==> src/rtl/fmc_frame_scheduler.sv <==
// Servo-frame scheduler: round-robin collection of one sample per producer into a back bank,
// then an atomic publish to the FMC-visible front bank once the STM32 is off the bus.
module fmc_frame_scheduler #(
  parameter int NCH         = 16,
  parameter int TIMEOUT_CYC = 1000
) (
  input  logic                 clk,
  input  logic                 rst_n,
  input  logic                 frame_tick,
  input  logic [NCH-1:0]       src_req,
  input  logic [16*NCH-1:0]    src_data,
  output logic [NCH-1:0]       src_ack,
  input  logic                 fpga_cs_ne1,
  output logic [16*NCH-1:0]    frame_data,
  output logic [15:0]          frame_seq,
  output logic                 frame_valid,
  output logic [NCH-1:0]       stale_mask,
  output logic                 overrun,
  output logic                 timeout_err
);

  localparam int PW = $clog2(NCH);
  localparam int TW = $clog2(TIMEOUT_CYC);

  typedef enum logic [1:0] {IDLE, COLLECT, WAIT_BUS, SWAP} state_t;

  state_t         state;
  logic [NCH-1:0] captured;
  logic [NCH-1:0] eligible;
  logic [NCH-1:0] grant_oh;
  logic [NCH-1:0] cap_next;
  logic [PW-1:0]  rr_ptr;
  logic [PW-1:0]  grant_idx;
  logic [PW-1:0]  hi_idx;
  logic [PW-1:0]  lo_idx;
  logic           grant_valid;
  logic           hi_found;
  logic           lo_found;
  logic [TW-1:0]  tcnt;
  logic [1:0]     cs_sync;
  logic [15:0]    back     [NCH];
  logic [15:0]    src_word [NCH];

  always_comb begin
    for (int i = 0; i < NCH; i++) begin
      src_word[i] = src_data[16*i +: 16];
    end
  end

  // Lowest eligible index at/above rr_ptr wins; otherwise wrap to the lowest eligible overall.
  always_comb begin
    eligible = src_req & ~captured;
    hi_found = 1'b0;
    lo_found = 1'b0;
    hi_idx   = '0;
    lo_idx   = '0;
    for (int i = NCH - 1; i >= 0; i--) begin
      if (eligible[i]) begin
        lo_found = 1'b1;
        lo_idx   = PW'(i);
        if (i >= int'(rr_ptr)) begin
          hi_found = 1'b1;
          hi_idx   = PW'(i);
        end
      end
    end
    grant_valid = hi_found | lo_found;
    grant_idx   = hi_found ? hi_idx : lo_idx;
    grant_oh    = '0;
    if (grant_valid) grant_oh[grant_idx] = 1'b1;
  end

  assign src_ack  = (state == COLLECT) ? grant_oh : '0;
  assign cap_next = captured | src_ack;

  always_ff @(posedge clk or negedge rst_n) begin
    if (!rst_n) begin
      state       <= IDLE;
      captured    <= '0;
      rr_ptr      <= '0;
      tcnt        <= '0;
      cs_sync     <= 2'b11;
      frame_data  <= '0;
      frame_seq   <= '0;
      frame_valid <= 1'b0;
      stale_mask  <= '1;
      overrun     <= 1'b0;
      timeout_err <= 1'b0;
      for (int i = 0; i < NCH; i++) begin
        back[i] <= '0;
      end
    end else begin
      cs_sync     <= {cs_sync[0], fpga_cs_ne1};
      frame_valid <= 1'b0;
      timeout_err <= 1'b0;
      overrun     <= frame_tick && (state != IDLE);
      case (state)
        IDLE: begin
          if (frame_tick) begin
            captured <= '0;
            tcnt     <= '0;
            state    <= COLLECT;
          end
        end
        COLLECT: begin
          if (grant_valid) begin
            back[grant_idx] <= src_word[grant_idx];
            captured        <= cap_next;
            rr_ptr          <= (grant_idx == PW'(NCH - 1)) ? '0 : grant_idx + PW'(1);
          end
          // A frame completed on its last allowed cycle counts as complete, not timed out.
          if (&cap_next) begin
            state <= WAIT_BUS;
          end else if (tcnt == TW'(TIMEOUT_CYC - 1)) begin
            state       <= WAIT_BUS;
            timeout_err <= 1'b1;
          end else begin
            tcnt <= tcnt + TW'(1);
          end
        end
        WAIT_BUS: begin
          if (cs_sync[1]) state <= SWAP;
        end
        SWAP: begin
          for (int i = 0; i < NCH; i++) begin
            if (captured[i]) frame_data[16*i +: 16] <= back[i];
          end
          stale_mask  <= ~captured;
          frame_seq   <= frame_seq + 16'd1;
          frame_valid <= 1'b1;
          state       <= IDLE;
        end
        default: state <= IDLE;
      endcase
    end
  end

endmodule

==> config.mk <==
export PLATFORM = sky130hd
export DESIGN_NAME = fmc_frame_scheduler
export DESIGN_NICKNAME = d
export VERILOG_FILES = /design/src/rtl/fmc_frame_scheduler.sv
export SDC_FILE = /design/constraint.sdc
export NUM_CORES = 1
export LEC_CHECK = 0
export ABC_AREA = 1
export BUFFER_PORTS_ARGS = -buffer_cell sky130_fd_sc_hd__buf_2
export CAP_MARGIN = 20
export CORE_MARGIN = 2
export CORE_UTILIZATION = 50
export CTS_CLUSTER_DIAMETER = 30
export DETAILED_ROUTE_END_ITERATION = 10
export GPL_ROUTABILITY_DRIVEN = 0
export PLACE_DENSITY_LB_ADDON = 0.3
export SLEW_MARGIN = 20
export SYNTH_ARGS = -nofsm -noshare
export SYNTH_HDL_FRONTEND = slang
export SYNTH_SLANG_ARGS = --single-unit
==> constraint.sdc <==
create_clock -name clk -period 4.4 [get_ports clk]
set_clock_uncertainty 0.05 [all_clocks]
set_input_delay 0.88 -clock clk [delete_from_list [all_inputs] [get_ports clk]]
set_output_delay 0.88 -clock clk [all_outputs]
set_load 0.02 [all_outputs]
==> impl_results.md <==
- Status: complete, no violations
- Post-synth EDFFs: 0
- Crit path to: src_ack[15]
- Post-route DRC violation count: 0
- TritonRoute pass-1 iters: 6
- Dpl hpwl: around 67000 um
- RSZ-0062 raised after global routing: yes
- CP Data Required Time: around 3500 ps
- CP Class: reg2out
- Post-synth top area cell: dfrtp_1
- Reg area: about 15000 um2
- Vias in the first global route: approximately 26000
- R2R Path Start: rr_ptr[3]
- Switch share: a little over two fifths
- Share of the synthesized area in the top cell type: between 50% and 60%
- CTS tree: built
- Static Leak: roughly 21 nW
- Clk pin slew, worst setup/hold paths: 50 ps
- Sequential Power Share: around 27%
- Critical path capture point type: primary output
- Post-CTS Hold Fix Bufs: 0
- Peak VDD IR: roughly 1.2 mV
- Mean Syn Cell Area: slightly below 8 um2
- Drt initial violations: between 3000 and 4000
- Initial Utilization: 50.6%
- FF-to-FF path depth: 26
- Clk root buf: clkbuf_16
- Met2 Routed Length: about 44000 um
- Max FO, Critical Path: 5
- Mapped cell area: between 20000 and 30000 um2
- Worst min path class: in2async
- Hold_ws: between 200 and 250 ps
- Area grow syn2layout: 30.3%
- Setup Viol. Count Final: 0
- TritonCTS buffer count: ~110
- Dpl cell area: between 30000 and 40000 um2
- Logic pwr share: a little under two fifths
- Gate Count Post-Synth: 3517
- Core Area: approximately 54000 um2
- Startpoint types: register
- Final WL: around 100000 um
- Met3 WL: roughly 11000 um
- Min cycle time layout: roughly 4300 ps
- Reg2reg end: state[1]
- Antenna violations before repair: 11
- Sequential cell area fraction in the yosys report: roughly 54%
- Power density cells: 732 nW/um2
- Fillers: about 4500
- Unique masters post-synth: around 40
- First-pass GRT wire length: ~150000 um
- Fraction of layout cells with a size suffix above 1: 24.1%
- Slew Limit Fails: 0
- Clk Latency, worst-skew pair: 660 ps
- DIE WIDTH: 237 um
- Final period util: a little over nine tenths
- Area occupied by multi-input gates: 10800 um2
- Clk buf depth: 3
- Nets: 4440
- #FFs+latches synth: a little under 600
- Switching power: 10.8 mW
- Via density per instance: 5.43
- Port Buffer Count: just under 600
- Die Ht: approximately 240 um
- R2r setup slk: 610 ps
- Worst-margin pin slew: just over 1000 ps
- Synth area leaders: dfrtp_1, nand2_1, nand3_1
- CP Launch Point: rr_ptr[3]
- Synth Net Count: roughly 3800
- Final design area excluding fillers: around 35000 um2
- Max-cap viol count: 0
- Top sig layer: met5
- Wire per inst: approximately 20 um
- Post-route ant nets: 0
- Htree depth: 3
- CTS sink count: about 580
- Ports: a little under 600
- Clock share of power: around a third
- Row Count: between 80 and 90
- Internal Pwr Total: around 15 mW
- Total grt overflow: 0
- Total track usage: approximately 35%
- Vias: 26900
- DRT met1 WL: just over 40000 um
- Asr flop ratio synth: 100%
- Total negative setup slack: 0 ps
- Placed cells: about 4700
- Final hold vios: 0
- Prevailing post-synth register cell: dfrtp_1
- Synth Warn #: 0
- Max Clk Rate: ~230 MHz
- Slew headroom: between 30 and 40%
- Synth top cells by count: nand2_1, dfrtp_1, inv_1, nand3_1, o21ai_1
- Post-Layout Cell Count: 4953
- Largest net degree at the start of global routing: between 100 and 150
- Worst Path Arrival: 3420 ps
- Area of the die: 56300 um2
- Most frequent cell after synthesis: nand2_1
-- final cells by class --
class                   instances  share of cell area (%)
diodes                          4                  0.0282
clock inverters                77                    2.74
multi-input cells            2465                    30.4
well taps                     696                    2.46
repair buffers                690                    11.4
clock buffers                 138                    8.68
inverters                     302                    3.21
flip-flops and latches        581                    41.1
-- layout by cell type, fill, tap and decap left out, drive strengths merged --
cell type,Yosys,final
a21boi,1,1
a21oi,13,13
a31oi,1,1
and2,5,5
buf,76,686
bufinv,0,17
clkbuf,93,142
clkinv,16,46
clkinvlp,0,17
dfrtp,563,563
dfstp,18,18
diode,0,4
ha,10,10
inv,286,299
mux2,1,1
nand2,1734,1734
nand3,214,214
nand3b,64,64
nand4,13,13
nor2,71,71
nor3,9,9
nor3b,1,1
nor4,1,1
o211ai,1,1
o21a,1,1
o21ai,293,293
o21bai,2,2
o22ai,3,3
or2,6,6
or4,1,1
xnor2,3,3
xor2,17,17
-- how the worst min path moves through the flow --
stage,start,to,slack (ps),cells after the start
after floorplan,cs_sync[0],cs_sync[1],300,0
after global placement,cs_sync[0],cs_sync[1],300,0
after detailed placement,cs_sync[0],cs_sync[1],300,0
after CTS,rst_n,frame_data[167],240,1
after global routing,rst_n,frame_data[167],250,1
final,rst_n,frame_data[167],230,1
-- stage by stage --
stage	total power [mW]	setup WS [ps]	util [%]
after global placement	16.4	26.8	57.9
after CTS	25.6	11.4	65.6
after detailed placement	16.5	15.0	57.9
final	26.0	50.5	65.8
after global routing	26.9	-64.9	65.8
after floorplan	12.3	1.03	-
-- state kept, by name, summed over array words and instances (netlist names) --
register     flops
overrun          1
cs_sync          2
timeout_err      1
state            2
frame_valid      1
frame_seq       16
stale_mask      16
captured        16
back           256
tcnt            10
frame_data     256
rr_ptr           4
-- power by group through the flow --
stage               Clock [mW]  Combinational [mW]  Sequential, mW
floorplan                    0                5.35            6.99
global placement             0                9.38            7.03
detailed placement           0                9.45            7.02
CTS                       9.07                9.56            6.99
global route              9.36                10.4            7.13
finish                    9.02                9.91            7.03
-- metal layers --
layer | up-vias | track usage, %
met5 | - | 0
met4 | 2 | 15.9
met3 | 325 | 9.45
met2 | 1613 | 52.3
met1 | 12800 | 48.9
li1 | 12200 | -
-- timing repair --
item	4_1_cts	5_1_grt
cloned	0	0
pin swaps	3	5
buffers inserted	3	6
setup endpoints to repair	16	16
resized for setup	7	47
-- worst max-delay path, cell delays in order, from the launching register on --
cell and delay, ps:
dfrtp_2 490, nor2_4 150, inv_1 80, nor3_2 220, nor2_1 70, nand2_1 120
nor2_4 60, nand2_2 120, inv_2 80, nor2_4 120, nand3_1 120, o21ai_4 130
ha_2 230, inv_1 80, nor2_4 230, nand2_2 140, inv_2 160, buf_4 160
-- logic make-up (layout without fill, tap and decap cells) --
family	Yosys count	in the layout	synth area share, %
fa+ha+maj	10	10	0.460
xor+xnor	20	20	0.644
flops	581	581	53.5
buf+inv	471	1207	7.32
compound gates	315	315	6.05
mux	1	1	0.0414
simple gates	2119	2119	32.0
other cells	0	4	0
Power figures use the tool's default switching activity.
